<file path="config.mk">
export PLATFORM = sky130hd
export DESIGN_NAME = imem_axil_loader_flat
export DESIGN_NICKNAME = d
export VERILOG_FILES = /design/src/rtl/imem_axil_loader_if.sv /design/src/rtl/imem_axil_loader.sv /design/src/flat_wrapper.sv
export SDC_FILE = /design/constraint.sdc
export NUM_CORES = 1
export LEC_CHECK = 0
export ABC_AREA = 1
export BUFFER_PORTS_ARGS = -buffer_cell sky130_fd_sc_hd__buf_2
export CORE_UTILIZATION = 40
export CTS_CLUSTER_SIZE = 16
export DETAILED_ROUTE_END_ITERATION = 10
export PLACE_DENSITY_LB_ADDON = 0.3
export REMOVE_ABC_BUFFERS = 1
export SLEW_MARGIN = 20
export SYNTH_ARGS = -nofsm -noshare
export SYNTH_HDL_FRONTEND = slang
export SYNTH_SLANG_ARGS = --single-unit
</file>
<file path="constraint.sdc">
create_clock -name clk -period 3.2 [get_ports clk]
set_input_delay 0.48 -clock clk [delete_from_list [all_inputs] [get_ports clk]]
set_output_delay 0.48 -clock clk [all_outputs]
set_load 0.005 [all_outputs]
</file>
<file path="src/rtl/imem_axil_loader_if.sv">
// imem_axil_loader_if: AXI4-Lite bus bundle between host interconnect and loader.
// master drives requests; slave returns ready/response.
interface imem_axil_loader_if;
  logic [11:0] s_awaddr;
  logic        s_awvalid;
  logic        s_awready;
  logic [31:0] s_wdata;
  logic [3:0]  s_wstrb;
  logic        s_wvalid;
  logic        s_wready;
  logic [1:0]  s_bresp;
  logic        s_bvalid;
  logic        s_bready;
  logic [11:0] s_araddr;
  logic        s_arvalid;
  logic        s_arready;
  logic [31:0] s_rdata;
  logic [1:0]  s_rresp;
  logic        s_rvalid;
  logic        s_rready;

  modport slave (
    input  s_awaddr, s_awvalid,
    output s_awready,
    input  s_wdata, s_wstrb, s_wvalid,
    output s_wready,
    output s_bresp, s_bvalid,
    input  s_bready,
    input  s_araddr, s_arvalid,
    output s_arready,
    output s_rdata, s_rresp, s_rvalid,
    input  s_rready
  );

  modport master (
    output s_awaddr, s_awvalid,
    input  s_awready,
    output s_wdata, s_wstrb, s_wvalid,
    input  s_wready,
    input  s_bresp, s_bvalid,
    output s_bready,
    output s_araddr, s_arvalid,
    input  s_arready,
    input  s_rdata, s_rresp, s_rvalid,
    output s_rready
  );
endinterface

</file>
<file path="src/rtl/imem_axil_loader.sv">
// imem_axil_loader: AXI4-Lite host port for instruction load and run control.
// Define LOADER_CYCLE_CNT_EN to build the CYCLES counter and run timeout.
module imem_axil_loader #(
  parameter int          IMEM_AW        = 8,
  parameter logic [31:0] MAX_RUN_CYCLES = 32'd1_000_000
) (
  input  logic               clk,
  input  logic               reset_n,
  imem_axil_loader_if.slave  s,
  output logic               instruction_write,
  output logic [31:0]        instruction_data,
  output logic [IMEM_AW-1:0] instruction_addr,
  output logic               mem_reset_n,
  output logic               core_running,
  output logic               core_done,
  input  logic               core_halt
);
  typedef enum logic [1:0] {IDLE, RUN, DONE} state_t;
  localparam logic [1:0] OKAY   = 2'b00;
  localparam logic [1:0] SLVERR = 2'b10;

  state_t      state;
  logic        aw_held;
  logic        w_held;
  logic [9:0]  aw_addr;
  logic [31:0] w_data;
  logic [3:0]  w_strb;
  logic        st_done;
  logic        st_timeout;
  logic        st_halted;
  logic [1:0]  mrst_cnt;
`ifdef LOADER_CYCLE_CNT_EN
  logic [31:0] cycles;
`endif

  logic        wr_go;
  logic        wr_ctrl;
  logic        wr_imem;
  logic        imem_ok;
  logic        do_start;
  logic        do_mrst;
  logic        hit_tmo;
  logic [1:0]  wr_resp;
  logic [9:0]  ar_idx;
  logic [31:0] rd_data;
  logic [1:0]  rd_resp;
  logic        unused;

  assign s.s_awready = !aw_held && !s.s_bvalid;
  assign s.s_wready  = !w_held && !s.s_bvalid;
  assign s.s_arready = !s.s_rvalid;
  assign unused = &{1'b0, s.s_awaddr[1:0], s.s_araddr[1:0]};

  always_comb begin
    wr_go    = aw_held && w_held;
    wr_ctrl  = aw_addr == 10'd0;
    wr_imem  = aw_addr[9:8] == 2'b01;
    imem_ok  = wr_imem && state != RUN && w_strb == 4'hF;
    do_start = wr_go && wr_ctrl && w_data[0];
    do_mrst  = wr_go && wr_ctrl && w_data[1];
`ifdef LOADER_CYCLE_CNT_EN
    hit_tmo  = cycles == MAX_RUN_CYCLES - 32'd1;
`else
    hit_tmo  = 1'b0;
`endif
    wr_resp  = SLVERR;
    unique case (1'b1)
      wr_ctrl: wr_resp = OKAY;
      wr_imem: wr_resp = imem_ok ? OKAY : SLVERR;
      default: wr_resp = SLVERR;
    endcase
  end

  // IMEM window and unmapped space fall to the default arm
  always_comb begin
    ar_idx  = s.s_araddr[11:2];
    rd_data = '0;
    rd_resp = OKAY;
    unique case (1'b1)
      ar_idx == 10'd0: rd_data = '0;
      ar_idx == 10'd1:
        rd_data = {28'd0, st_halted, st_timeout,
                   st_done, state == RUN};
`ifdef LOADER_CYCLE_CNT_EN
      ar_idx == 10'd2: rd_data = cycles;
`else
      ar_idx == 10'd2: rd_data = '0;
`endif
      default: rd_resp = SLVERR;
    endcase
  end

  always_ff @(posedge clk or negedge reset_n) begin
    if (!reset_n) begin
      state             <= IDLE;
      aw_held           <= 1'b0;
      w_held            <= 1'b0;
      aw_addr           <= '0;
      w_data            <= '0;
      w_strb            <= '0;
      s.s_bvalid        <= 1'b0;
      s.s_bresp         <= OKAY;
      s.s_rvalid        <= 1'b0;
      s.s_rresp         <= OKAY;
      s.s_rdata         <= '0;
      instruction_write <= 1'b0;
      instruction_data  <= '0;
      instruction_addr  <= '0;
      mem_reset_n       <= 1'b1;
      mrst_cnt          <= '0;
      core_running      <= 1'b0;
      core_done         <= 1'b0;
      st_done           <= 1'b0;
      st_timeout        <= 1'b0;
      st_halted         <= 1'b0;
`ifdef LOADER_CYCLE_CNT_EN
      cycles            <= '0;
`endif
    end else begin
      instruction_write <= 1'b0;
      core_done         <= 1'b0;

      if (s.s_awvalid && s.s_awready) begin
        aw_held <= 1'b1;
        aw_addr <= s.s_awaddr[11:2];
      end
      if (s.s_wvalid && s.s_wready) begin
        w_held <= 1'b1;
        w_data <= s.s_wdata;
        w_strb <= s.s_wstrb;
      end
      if (s.s_bvalid && s.s_bready)
        s.s_bvalid <= 1'b0;
      if (wr_go) begin
        aw_held    <= 1'b0;
        w_held     <= 1'b0;
        s.s_bvalid <= 1'b1;
        s.s_bresp  <= wr_resp;
        if (imem_ok) begin
          instruction_write <= 1'b1;
          instruction_data  <= w_data;
          instruction_addr  <= aw_addr[IMEM_AW-1:0];
        end
      end

      if (s.s_rvalid && s.s_rready)
        s.s_rvalid <= 1'b0;
      if (s.s_arvalid && s.s_arready) begin
        s.s_rvalid <= 1'b1;
        s.s_rdata  <= rd_data;
        s.s_rresp  <= rd_resp;
      end

      // a new MEM_RST restarts the 4-cycle low window
      if (do_mrst) begin
        mem_reset_n <= 1'b0;
        mrst_cnt    <= 2'd3;
      end else if (!mem_reset_n) begin
        if (mrst_cnt == 2'd0)
          mem_reset_n <= 1'b1;
        else
          mrst_cnt <= mrst_cnt - 2'd1;
      end

      unique case (state)
        IDLE, DONE: begin
          if (do_start) begin
            state        <= RUN;
            core_running <= 1'b1;
            st_done      <= 1'b0;
            st_timeout   <= 1'b0;
            st_halted    <= 1'b0;
`ifdef LOADER_CYCLE_CNT_EN
            cycles       <= '0;
`endif
          end
        end
        RUN: begin
          if (do_mrst) begin
            state        <= IDLE;
            core_running <= 1'b0;
          end else begin
`ifdef LOADER_CYCLE_CNT_EN
            cycles <= cycles + 32'd1;
`endif
            if (core_halt || hit_tmo) begin
              state        <= DONE;
              core_running <= 1'b0;
              core_done    <= 1'b1;
              st_done      <= 1'b1;
              st_halted    <= core_halt;
              st_timeout   <= hit_tmo;
            end
          end
        end
        default: state <= IDLE;
      endcase
    end
  end
endmodule

</file>
<file path="src/flat_wrapper.sv">
// flat-port wrapper written by rule: the top's interface ports become plain ports
module imem_axil_loader_flat 
#(
  parameter int          IMEM_AW        = 8,
  parameter logic [31:0] MAX_RUN_CYCLES = 32'd1_000_000
)
  (clk, reset_n, instruction_write, instruction_data, instruction_addr, mem_reset_n, core_running, core_done, core_halt, s_s_awaddr, s_s_awvalid, s_s_awready, s_s_wdata, s_s_wstrb, s_s_wvalid, s_s_wready, s_s_bresp, s_s_bvalid, s_s_bready, s_s_araddr, s_s_arvalid, s_s_arready, s_s_rdata, s_s_rresp, s_s_rvalid, s_s_rready);
  imem_axil_loader_if s_i ();
  input  logic clk;
  input  logic reset_n;
  output logic instruction_write;
  output logic [31:0] instruction_data;
  output logic [IMEM_AW-1:0] instruction_addr;
  output logic mem_reset_n;
  output logic core_running;
  output logic core_done;
  input  logic core_halt;
  input wire logic [$bits(s_i.s_awaddr)-1:0] s_s_awaddr;
  input wire logic [$bits(s_i.s_awvalid)-1:0] s_s_awvalid;
  output wire logic [$bits(s_i.s_awready)-1:0] s_s_awready;
  input wire logic [$bits(s_i.s_wdata)-1:0] s_s_wdata;
  input wire logic [$bits(s_i.s_wstrb)-1:0] s_s_wstrb;
  input wire logic [$bits(s_i.s_wvalid)-1:0] s_s_wvalid;
  output wire logic [$bits(s_i.s_wready)-1:0] s_s_wready;
  output wire logic [$bits(s_i.s_bresp)-1:0] s_s_bresp;
  output wire logic [$bits(s_i.s_bvalid)-1:0] s_s_bvalid;
  input wire logic [$bits(s_i.s_bready)-1:0] s_s_bready;
  input wire logic [$bits(s_i.s_araddr)-1:0] s_s_araddr;
  input wire logic [$bits(s_i.s_arvalid)-1:0] s_s_arvalid;
  output wire logic [$bits(s_i.s_arready)-1:0] s_s_arready;
  output wire logic [$bits(s_i.s_rdata)-1:0] s_s_rdata;
  output wire logic [$bits(s_i.s_rresp)-1:0] s_s_rresp;
  output wire logic [$bits(s_i.s_rvalid)-1:0] s_s_rvalid;
  input wire logic [$bits(s_i.s_rready)-1:0] s_s_rready;
  assign s_i.s_awaddr = s_s_awaddr;
  assign s_i.s_awvalid = s_s_awvalid;
  assign s_s_awready = s_i.s_awready;
  assign s_i.s_wdata = s_s_wdata;
  assign s_i.s_wstrb = s_s_wstrb;
  assign s_i.s_wvalid = s_s_wvalid;
  assign s_s_wready = s_i.s_wready;
  assign s_s_bresp = s_i.s_bresp;
  assign s_s_bvalid = s_i.s_bvalid;
  assign s_i.s_bready = s_s_bready;
  assign s_i.s_araddr = s_s_araddr;
  assign s_i.s_arvalid = s_s_arvalid;
  assign s_s_arready = s_i.s_arready;
  assign s_s_rdata = s_i.s_rdata;
  assign s_s_rresp = s_i.s_rresp;
  assign s_s_rvalid = s_i.s_rvalid;
  assign s_i.s_rready = s_s_rready;
  imem_axil_loader #(.IMEM_AW(IMEM_AW), .MAX_RUN_CYCLES(MAX_RUN_CYCLES)) u_core (.clk(clk), .reset_n(reset_n), .s(s_i), .instruction_write(instruction_write), .instruction_data(instruction_data), .instruction_addr(instruction_addr), .mem_reset_n(mem_reset_n), .core_running(core_running), .core_done(core_done), .core_halt(core_halt));
endmodule
</file>
* Word level (Yosys, flattened, before mapping)
Index checks and enable logic that the tools add are counted.
Operators by class: $add $sub $neg 1, $mul 0, div/mod/pow operators 0, magnitude comparators 0, eq/ne operators 13, shifts and indexed selects 0, mux-type cells 37, bitwise logic cells 0, reductions and logical operators 33
Operator list (count):
- $mux 1 | 23
- $logic_not 10->1 | 2
- $mux 2 | 8
- $logic_and 1x1->1 | 13
- $eq 10x1->1 const B | 1
- $eq 10x2->1 const B | 1
- $reduce_bool 2->1 | 5
- $pmux 2 s2 | 2
- $ne 2x1->1 const B | 3
- $ne 2x2->1 const B | 3
- $pmux 1 s2 | 3
- $reduce_and 2->1 | 3
- $eq 2x1->1 const B | 2
- $eq 4x4->1 const B | 1
- $logic_not 1->1 | 4
- $logic_not 2->1 | 2
- $mux 4 | 1
- $reduce_and 4->1 | 1
- $ne 3x2->1 const B | 1
- $reduce_and 3->1 | 1
- $reduce_or 3->1 | 1
- $eq 2x2->1 const B | 1
- $reduce_or 2->1 | 1
- $sub 2x1->2 const B | 1
Word-level totals: bits in registers 136, latch bits 0, memory bits (writable) 0, ROM bits 0, bits of input ports 68, output and inout port bits 85, word-level logic and storage cells 104, memories kept 0

* Depth between registers and ports, before layout
Gate-level depths: netlist (run 1).
word-level depth 5, mapped depth 9, depth with buffers taken out 9

* Worst setup path after synthesis (run 1)
No wires, ideal clock.
kind register -> register, start point register u_core.aw_addr[8], end point register u_core.core_running, setup time 0.118 ns, arrival 1.113 ns, required time 3.082 ns, setup slack 1.969 ns, cell stages (with the launch flop) 9, buffers on the path 0, period minus slack after synthesis 1.231 ns, path through dfrtp_1 -> inv_1 -> nand2_1 -> nor2_1 -> nand3_2 -> nand2_2 -> nand3_1 -> nand2_1 -> nand2_1
On the way: word-level cells in the longest chain between the ends 5
RTL lines:
- from (decl) | RTL line imem_axil_loader.sv:25 | logic [9:0] aw_addr;
- from (signal assigned) | RTL line imem_axil_loader.sv:125 | aw_addr <= s.s_awaddr[11:2];
- $logic_not 10->1 * | RTL line imem_axil_loader.sv:56 | wr_ctrl = aw_addr == 10'd0;
- $logic_and 1x1->1 * | RTL line imem_axil_loader.sv:59, imem_axil_loader.sv:60
- $logic_and 1x1->1, on equally long branches | RTL line imem_axil_loader.sv:60, imem_axil_loader.sv:59
- $ne 3x2->1 (no source line), or another cell as far along
- $reduce_and 3->1 (no source line) or $pmux 1 s2 (tied branches)
- to (signal assigned) | RTL line imem_axil_loader.sv:111 | core_running <= 1'b0;
- to (signal assigned) | RTL line imem_axil_loader.sv:169 | core_running <= 1'b1;
- to (signal assigned) | RTL line imem_axil_loader.sv:181 | core_running <= 1'b0;
- to (decl) | RTL line imem_axil_loader.sv:14 | output logic core_running,
Every way passes the cells marked *; elsewhere a longest branch is shown, timed or not. A chain may end at the register's enable or synchronous reset.

* Worst setup path in the final report (run 1)
start point register u_core.state[0], end point register u_core.instruction_data[1]
On the way: word-level cells in the longest chain between the ends 4
RTL lines:
- from (decl) | RTL line imem_axil_loader.sv:22 | state_t state;
- from (signal assigned) | RTL line imem_axil_loader.sv:95 | state <= IDLE;
- from (signal assigned) | RTL line imem_axil_loader.sv:168 | state <= RUN;
- from (signal assigned) | RTL line imem_axil_loader.sv:180 | state <= IDLE;
- $ne 2x1->1 | RTL line imem_axil_loader.sv:58 | imem_ok = wr_imem && state != RUN && w_strb == 4'hF;
- $logic_and 1x1->1 (2 in series) | RTL line imem_axil_loader.sv:58
- $reduce_and 2->1 (no source line)
- to (signal assigned) | RTL line imem_axil_loader.sv:141 | instruction_data <= w_data;
- to (decl) | RTL line imem_axil_loader.sv:11 | output logic [31:0] instruction_data,
No other way between the ends.

==> flow_metrics.tcl, run 1 <==
set metrics [dict create \
    grt_pass1_vias 2960 \
    netlist.top_cell.by_area "dfrtp_1" \
    clkTransAtPathRegs_ns 0.10 \
    vias 3019 \
    synth_edf_count 0 \
    cts_buffer_depth 2 \
    ios 153 \
    critPathLaunchType "register" \
    slew_headroom_pct 35.04 \
    timing.rr.start "u_core.state[0]" \
    p_leak_nw 2.782 \
    cts_setup_buffers 0 \
    ys.flop_type "dfrtp_1" \
    fillers 1013 \
    port_buffers 117 \
    critPathCaptureType "register" \
    layout_worst_path_cycle_share_pct 55.72 \
    hold_viol 0 \
    fp.dieW_um 105.9 \
    r2r-end "u_core.instruction_data[1]" \
    slowest_delay_ns 0.54 \
    die_h_um 105.9 \
    ys_top_cells_by_count "114 x nand2_1, 102 x dfrtp_1, 34 x buf_4, 30 x mux2_2, 28 x inv_1" \
    grt.total_usage_pct 15.21 \
    drv_slew 0 \
    ys_seq_area_share_pct 59.67 \
    utilization_pct 48.70 \
    root_buffer "clkbuf_8" \
    syn_to_final_growth_pct 17.37 \
    final-setup-viol-count 0 \
    fin_skew_ns 0.01201 \
    drive_gt1_share_pct 33.96 \
    drcViolationCount 0 \
    cts_resized 0 \
    critPathLaunch "u_core.state[0]" \
    yosys-top-cells-area "dfrtp_1 59%, nand2_1 9.9%, mux2_2 7.8%, buf_4 5.9%, inv_1 2.4%" \
    fin_nets 600 \
    worst_pin_slew_ns 0.9710 \
    power.density_nw_per_um2 802.9 \
    dp_hpwl_um 5612 \
    core-area_um2 10420 \
    cp_num_cells 6 \
    avgSynthCellArea_um2 10.36 \
    outcome "finished, final reports clean" \
    ys_async_sr_fraction_pct 100.0 \
    synth_top_area_share_pct 59.06 \
    num_antenna_cells 0 \
    ys_types 31 \
    wl_um 8017 \
    crit_buf_inv 1 \
    gp_congestion 0.7536 \
    rrSetupSlack_ns 1.42 \
    wl_per_cell_um 11.93 \
    synthCells 417 \
    dieArea_um2 11220 \
    path_class "register to register" \
    cts_sinks 103 \
    crit_chain "inv_1 > nor2_2 > nor3_4 > nand3_4 > nand2_1 > o21ai_1" \
    drt_first_pass_iters 4 \
    cts_tree "done" \
    multi_input_area_um2 1389 \
    overflow 0 \
    antenna_found_initial 0 \
    yosys.cell_count.top_type "nand2_1" \
    routed_via_density 4.493 \
    crit_end "u_core.instruction_data[1]" \
    crit_family "simple AND/OR/NAND/NOR gates" \
    fmax_mhz 560.9 \
    drv_cap 0 \
    postCtsHoldBufs 0 \
    yosys_warnings 0 \
    synthesis.area_um2 4322 \
    register_area_um2 2579 \
    drtAntennaViolNets 0 \
    irDropWorstVdd_v 0.0003395 \
    min_path_type "input pin to asynchronous set/reset pin" \
    grt_first_pass_wirelength_um 13370 \
    clk_latency_ns 0.36 \
    htree_levels 3 \
    worstRegToRegCells 6 \
    worstPathArrival_ns 2.01 \
    ys_seq_elements 103 \
    num_rows 37 \
    crit_fanout 54 \
    drtIter0Drc 94 \
    timing.setup.tns_ns 0 \
    grt_setup_unrepaired "false" \
    cts-buffers-inserted 9 \
    grt_max_degree 55 \
    cpMaxStageDelayCell "nand3_4" \
    required_ns 3.42 \
    fin_crit_ns 1.783 \
    start_util_pct 41.49 \
]
==> state kept, by name (all words and copies together) (netlist names), 2 cells and up <==
signal / count
u_core.instruction_addr: 8
u_core.mrst_cnt: 2
u_core.w_data: 32
u_core.s.s_rdata: 2
u_core.aw_addr: 10
u_core.w_strb: 4
u_core.state: 2
u_core.instruction_data: 32
==> power breakdown <==
| part | internal, mW | switching [mW] |
|---|---|---|
| registers | 1.82 | 0.273 |
| logic | 0.560 | 0.574 |
| clock network | 0.395 | 0.447 |
==> layout by cell type (no fill, tap or decap), types with 2 or more instances in the layout <==
master / n
conb_1: 31
nand2_1: 114
buf_2: 116
nand2_2: 8
inv_1: 28
o21ai_1: 14
mux2_2: 30
nor2_2: 2
nand3_2: 2
nor2_1: 26
o21ai_0: 8
inv_6: 3
nand3_1: 5
clkbuf_8: 10
clkinv_4: 2
dfrtp_1: 102
a21oi_1: 19
nand4_1: 2
==> how the worst min path moves through the flow <==
| stage | to | depth (start not counted) | slack, ns | start |
|---|---|---|---|---|
| 6_report | u_core.w_data[28] | 1 | 0.12 | reset_n |
| 5_1_grt | u_core.w_data[28] | 1 | 0.17 | reset_n |
| 4_1_cts | u_core.w_data[28] | 1 | 0.14 | reset_n |
| 3_5_place_dp | u_core.instruction_data[15] | 2 | 0.46 | u_core.w_data[15] |
| 3_3_place_gp | u_core.instruction_data[11] | 2 | 0.44 | u_core.w_data[11] |
| 2_1_floorplan | u_core.aw_addr[0] | 0 | 0.18 | reset_n |
==> final cells by class <==
| type | count | area share (%) |
|---|---|---|
| Clock buffer | 10 | 2.713 |
| Tap cell | 136 | 3.355 |
| Sequential cell | 103 | 50.84 |
| Clock inverter | 6 | 1.455 |
| Multi-Input combinational cell | 269 | 27.38 |
| Timing Repair Buffer | 118 | 11.99 |
| Inverter | 30 | 2.269 |
==> kinds of logic (layout without fill, tap and decap cells) <==
| group | count (synthesis) | after routing | share of synthesized area [%] |
|---|---|---|---|
| AND/OR/NAND/NOR | 164 | 164 | 16.24 |
| flip-flops | 103 | 103 | 59.67 |
| buffers and inverters | 75 | 164 | 10.80 |
| AO/OA/AOI/OAI | 42 | 42 | 4.893 |
| multiplexers | 30 | 30 | 7.817 |
| adder cells (fa/ha/maj) | 1 | 1 | 0.2895 |
| other | 1 | 31 | 0.08677 |
| XOR/XNOR | 1 | 1 | 0.2027 |
==> metal layers <==
metal | GRT usage [%] | wire [µm] | up-vias
li1 | - | - | 1485
met1 | 18.71 | 3519 | 1399
met2 | 24.84 | 3761 | 126
met3 | 5.089 | 658 | 9
met4 | 5.754 | 77 | 0
met5 | 0 | 0 | -
==> through the flow <==
stage | cells | power (mW) | hold WS (ns) | worst slack [ns] | cell area (µm²)
floorplan | 402 | 2.801 | 0.1844 | 1.715 | 4083
global placement | 656 | 3.218 | 0.4443 | 1.336 | 4861
detailed placement | 656 | 3.286 | 0.4551 | 1.294 | 4861
finish | 672 | 4.073 | 0.1231 | 1.417 | 5072
global route | 672 | 4.388 | 0.1710 | 1.243 | 5072
CTS | 672 | 4.138 | 0.1442 | 1.359 | 5072
(Power assumes the default switching activity.)
==> run 2, diff against run 1 <==
==> constraint.sdc (replaced) <==
create_clock -name clk -period 1.5 [get_ports clk]
set_input_delay 0.225 -clock clk [delete_from_list [all_inputs] [get_ports clk]]
set_output_delay 0.225 -clock clk [all_outputs]
set_load 0.005 [all_outputs]
==> run 2 against run 1 <==
  * Design area up 2.3%
  * First-iteration DRC count up 36%
  * Register-to-register slack worse by 1.3 ns
  * Non-clock buffer count up 10
  * Hold slack worse by 0.080 ns
  * Wire length up 3.1%
  * Clock-buffer cell count unchanged
  * Clock power up 120%
  * Global-route usage up 0.57 points
  * Sequential cell count unchanged
==> flow_metrics.tcl, run 2 (same netlist as run 1, synthesis figures left out) <==
set metrics [dict create \
    outcome "finished, final reports clean" \
    dieArea_um2 11220 \
    setup_slack_ns 0.09274 \
    crit_buf_inv 2 \
    drtAntennaViolNets 0 \
    slew_headroom_pct 64.37 \
    fin_crit_ns 1.407 \
    fillers 970 \
    wl_um 8263 \
    grt_max_degree 104 \
    routed_via_density 4.496 \
    num_antenna_cells 0 \
    vias 3066 \
    cts_sinks 103 \
    layout_worst_path_cycle_share_pct 93.82 \
    top_usage_layer "met2" \
    cts_buffer_depth 2 \
    finalPower_mw 8.857 \
    htree_levels 3 \
    p_leak_nw 2.842 \
    critPathLaunchType "register" \
    irDropWorstVdd_v 0.0007119 \
    drv_cap 0 \
    pre_cts_ws_ns 0.08281 \
    slowest_delay_ns 0.42 \
    grt_first_pass_wirelength_um 13810 \
    required_ns 1.27 \
    timing.setup.tns_ns 0 \
    worstPathArrival_ns 1.18 \
    multi_input_area_um2 1396 \
    use_met3_pct 5.395 \
    register_area_um2 2579 \
    antenna_found_initial 0 \
    place_inst 663 \
    min_path_type "input pin to register" \
    drcViolationCount 0 \
    fp.dieW_um 105.9 \
    num_rows 37 \
    cpMaxStageDelayCell "dfrtp_1" \
    grt_use_met1_pct 19.99 \
    root_buffer "clkbuf_8" \
    cts-buffers-inserted 9 \
    path_class "register to output pin" \
    worst_pin_slew_ns 0.5344 \
    wl_per_cell_um 12.12 \
    whs_path_depth 2 \
    clkTransAtPathRegs_ns 0.10 \
    grt_pass1_vias 2996 \
    dp_hpwl_um 5709 \
    die_h_um 105.9 \
    clk_latency_ns 0.36 \
    crit_chain "buf_4 > nor2_2 > buf_2" \
    core-area_um2 10420 \
    gp_congestion 0.7707 \
    cts_tree "done" \
    reg_top3 "u_core.instruction_data x32, u_core.w_data x32, u_core.aw_addr x10" \
    fmax_mhz 710.6 \
    drt_first_pass_iters 4 \
    final_cell_mix "116 x buf_2, 114 x nand2_1, 102 x dfrtp_1" \
    hold-worst-slack_ns 0.04270 \
    layout_commonest_cell "buf_2" \
    crit_family "flip-flops" \
    port_buffers 117 \
    met2_usage_pct 25.82 \
    grt.total_usage_pct 15.78 \
    ios 153 \
    power.density_nw_per_um2 1706 \
    fin_nets 610 \
    crit_fanout 3 \
    syn_to_final_growth_pct 20.12 \
    worstRegToRegCells 5 \
    timing.rr.start "u_core.w_held" \
    overflow 0 \
    final-setup-viol-count 0 \
    final_cells 682 \
    critPathCaptureType "output pin" \
    hp-start "s_s_bready" \
    drv_slew 0 \
    drive_gt1_share_pct 35.16 \
    rrSetupSlack_ns 0.10 \
    r2r-end "u_core.w_data[23]" \
    drtIter0Drc 128 \
    fin_skew_ns 0.01338 \
    hold_viol 0 \
    start_util_pct 41.49 \
    worstHoldEndpoint "u_core.s.s_bvalid" \
]
[run 2: changes by cell type in the layout (fill, tap and decap cells not counted), sizes merged]
cell / before / now
buf: 118 / 127
dlygate4sd3: 0 / 1
clkinv: 2 / 1
inv: 33 / 34
[run 2: timing repair]
action	in CTS	in global routing
buffers inserted	0	2
hold buffers	1	0
endpoints found under the setup margin	0	29
resized for setup	0	5
hold endpoints to repair	102	0
[run 2: how the worst max path moves through the flow]
| stage | from | end | slack, ns | cells past startpoint |
|---|---|---|---|---|
| 5_1_grt | u_core.state[0] | u_core.instruction_data[12] | -0.01 | 7 |
| 2_1_floorplan | u_core.w_held | u_core.w_data[10] | 0.02 | 3 |
| 3_5_place_dp | u_core.state[0] | u_core.instruction_data[9] | 0.08 | 7 |
| 4_1_cts | u_core.aw_addr[8] | u_core.core_running | 0.05 | 8 |
| 3_3_place_gp | u_core.state[0] | u_core.instruction_data[8] | 0.10 | 7 |
| 6_report | u_core.w_held | s_s_wready | 0.09 | 3 |
[run 2: report_power, final]
part	internal (mW)	leakage [nW]	switching (mW)	total, mW
logic	1.30	1.44	1.26	2.57
registers	3.89	1.29	0.580	4.47
clock network	0.845	0.108	0.977	1.82
[run 2: stage by stage]
| stage | area [µm²] | utilization [%] |
|---|---|---|
| global route | 5191 | 49.84 |
| global placement | 4938 | 47.41 |
| floorplan | 4083 | - |
| CTS | 5160 | 49.54 |
| finish | 5191 | 49.84 |
| detailed placement | 4938 | 47.41 |
[run 2: final cells by class]
| cell class | count | share of cell area, % |
|---|---|---|
| flip-flops and latches | 103 | 49.67 |
| multi-input cells | 269 | 26.90 |
| repair buffers | 128 | 13.76 |
| well taps | 136 | 3.278 |
| clock buffers | 10 | 2.651 |
| inverters | 30 | 2.314 |
| clock inverters | 6 | 1.422 |
[run 2: worst register-to-register path, cell delays in order (launching register included)]
cell	delay [ns]
dfrtp_1	0.42
buf_4	0.15
nor2_2	0.13
nand2_2	0.10
buf_12	0.18
mux2_2	0.32
[run 2: per-layer routing]
| metal | share of wire (%) | vias to the layer above |
|---|---|---|
| met5 | 0 | - |
| met4 | 0.91 | 0 |
| met3 | 7.8 | 7 |
| met2 | 47 | 115 |
| met1 | 44 | 1442 |
| li1 | - | 1502 |
==> run 3, diff against run 2 <==
--- a/config.mk
+++ b/config.mk
@@ -11,6 +11,7 @@
 export CTS_CLUSTER_SIZE = 16
 export DETAILED_ROUTE_END_ITERATION = 10
 export PLACE_DENSITY_LB_ADDON = 0.3
+export RECOVER_POWER = 100
 export REMOVE_ABC_BUFFERS = 1
 export SLEW_MARGIN = 20
 export SYNTH_ARGS = -nofsm -noshare
==> constraint.sdc (replaced) <==
create_clock -name clk -period 1.23 [get_ports clk]
set_input_delay 0.1845 -clock clk [delete_from_list [all_inputs] [get_ports clk]]
set_output_delay 0.1845 -clock clk [all_outputs]
set_load 0.005 [all_outputs]
==> run 3 against run 2 <==
  * The run now ends with negative setup slack left
  * Sequential share of layout area down 4.9 points
  * Non-clock buffer count up 35
  * Via count up 5.6%
  * Sequential cell count unchanged
  * Global-route usage up 1.7 points
  * Sequential power up 23%
  * Worst setup slack worse by 0.21 ns
  * Critical path type is now register to register
==> flow_metrics.tcl, run 3 (same netlist as run 1, synthesis figures left out) <==
set metrics [dict create \
    path_class "register to register" \
    fillers 952 \
    fin_crit_ns 1.345 \
    dp_hpwl_um 6369 \
    setup_slack_ns -0.1152 \
    critPathLaunch "u_core.w_held" \
    fin_nets 645 \
    register_area_um2 2579 \
    ios 153 \
    worstPathArrival_ns 1.60 \
    multi_input_area_um2 1553 \
    grt_setup_unrepaired "true" \
    drtAntennaViolNets 0 \
    power.internal_mw 7.993 \
    pre_cts_ws_ns -0.1133 \
    hold-worst-slack_ns 0.04204 \
    drcViolationCount 0 \
    violations "negative setup slack" \
    whs_path_depth 2 \
    gp_congestion 0.7877 \
    grt_max_degree 31 \
    min_path_type "input pin to register" \
    p_switching_mw 3.821 \
    worstRegToRegCells 5 \
    hold_viol 0 \
    cts-buffers-inserted 9 \
    hp-start "s_s_wdata[30]" \
    syn_to_final_growth_pct 33.41 \
    grt_pass1_vias 3250 \
    p_seq_share_pct 46.7 \
    core-area_um2 10420 \
    htree_levels 3 \
    slowest_delay_ns 0.43 \
    place_inst 684 \
    rrSetupSlack_ns -0.12 \
    drtIter0Drc 116 \
    root_buffer "clkbuf_8" \
    p_leak_nw 3.013 \
    reg_top3 "u_core.instruction_data x32, u_core.w_data x32, u_core.aw_addr x10" \
    irDropWorstVdd_v 0.0008939 \
    comb_power_share_pct 35.0 \
    antenna_found_initial 0 \
    drv_cap 0 \
    fmax_mhz 743.4 \
    cts_tree "done" \
    num_rows 37 \
    finalPower_mw 11.81 \
    drive_gt1_share_pct 41.48 \
    layout_worst_path_cycle_share_pct 109.4 \
    critPathCaptureType "register" \
    layout_commonest_cell "dfrtp_1" \
    overflow 0 \
    final-setup-viol-count 81 \
    clkTransAtPathRegs_ns 0.10 \
    dieArea_um2 11220 \
    fin_skew_ns 0.009326 \
    outcome "finished with violations" \
    crit_chain "nor2_2 > buf_6 > nand2_8 > buf_12 > mux2_4" \
    crit_fanout 7 \
    drt_first_pass_iters 4 \
    cts_sinks 103 \
    routed_via_density 4.515 \
    grt.total_usage_pct 17.51 \
    cts_buffer_depth 2 \
    clk_latency_ns 0.36 \
    timing.rr.start "u_core.w_held" \
    grt_first_pass_wirelength_um 15150 \
    port_buffers 117 \
    r2r-end "u_core.w_data[7]" \
    critPathLaunchType "register" \
    power.density_nw_per_um2 2049 \
    start_util_pct 41.49 \
    num_antenna_cells 0 \
    p_sw_share_pct 32.34 \
    final_cells 717 \
    drv_slew 0 \
    cpMaxStageDelayCell "dfrtp_1" \
    vias 3237 \
    required_ns 1.48 \
    worst_pin_slew_ns 0.6962 \
    fp.dieW_um 105.9 \
    wl_per_cell_um 13.46 \
    worstHoldEndpoint "u_core.w_data[30]" \
    die_h_um 105.9 \
    final_cell_mix "102 x dfrtp_1, 95 x nand2_1, 93 x buf_2" \
    slew_headroom_pct 53.59 \
    wl_um 9649 \
    clockPowerShare_pct 18.3 \
]
==> run 3: cell count changes in the layout (fill, tap and decap cells not counted), sizes merged <==
cell and delta:
clkbuf +30, clkinv +4, inv -5, buf +4, dlygate4sd3 +2
==> run 3: what timing repair did <==
| action | in CTS | in global routing |
|---|---|---|
| cloned | 1 | 5 |
| gates resized for setup | 20 | 42 |
| pin swaps | 6 | 9 |
| buffers inserted | 4 | 4 |
| hold buffers | 3 | 0 |
| endpoints found under the hold margin | 23 | 0 |
| endpoints found under the setup margin | 79 | 87 |
==> run 3: through the flow <==
step	util [%]	TNS [ns]	cell area [µm²]
after floorplan	-	-14.10	4083
after global routing	55.35	-10.79	5766
after detailed placement	49.77	-3.145	5184
final	55.35	-4.802	5766
after global placement	49.77	-1.058	5184
after CTS	53.31	-3.304	5553
==> run 3: cell type report <==
class,instances,area share (%)
Tap cell,136,2.951
Multi-Input combinational cell,269,26.93
Sequential cell,103,44.73
Timing Repair Buffer,163,19.90
Inverter,30,2.040
Clock inverter,5,0.9983
Clock buffer,11,2.452
==> run 3: worst max-delay path by stage <==
stage,endpoint,slack [ns],cells past startpoint
after floorplan,u_core.w_data[10],-0.25,3
after global placement,u_core.st_done,-0.04,8
after detailed placement,u_core.st_done,-0.11,8
after CTS,s_s_wready,-0.09,3
after global routing,u_core.core_running,-0.16,8
final,u_core.w_data[7],-0.12,5
==> run 3: critical path: cells and delay by family, from the launching register on <==
family	cells	cell delay, ns
buffers and inverters	2	0.29
multiplexers	1	0.29
AND/OR/NAND/NOR	2	0.22
flip-flops	1	0.43
==> run 3: per-layer routing <==
| metal | track usage [%] | share of wire [%] | vias to the layer above |
|---|---|---|---|
| li1 | - | - | 1564 |
| met1 | 20.88 | 43 | 1546 |
| met2 | 30.11 | 49 | 117 |
| met3 | 5.641 | 6.8 | 10 |
| met4 | 5.357 | 0.90 | 0 |
| met5 | 0 | 0 | - |
==> run 3: power by group through the flow <==
stage / registers (mW) / logic (mW) / clock network, mW
global placement: 5.46 / 3.37 / 0
CTS: 5.46 / 3.89 / 2.23
detailed placement: 5.52 / 3.50 / 0
finish: 5.51 / 4.14 / 2.16
global route: 5.68 / 4.58 / 2.35
floorplan: 5.46 / 1.83 / 0
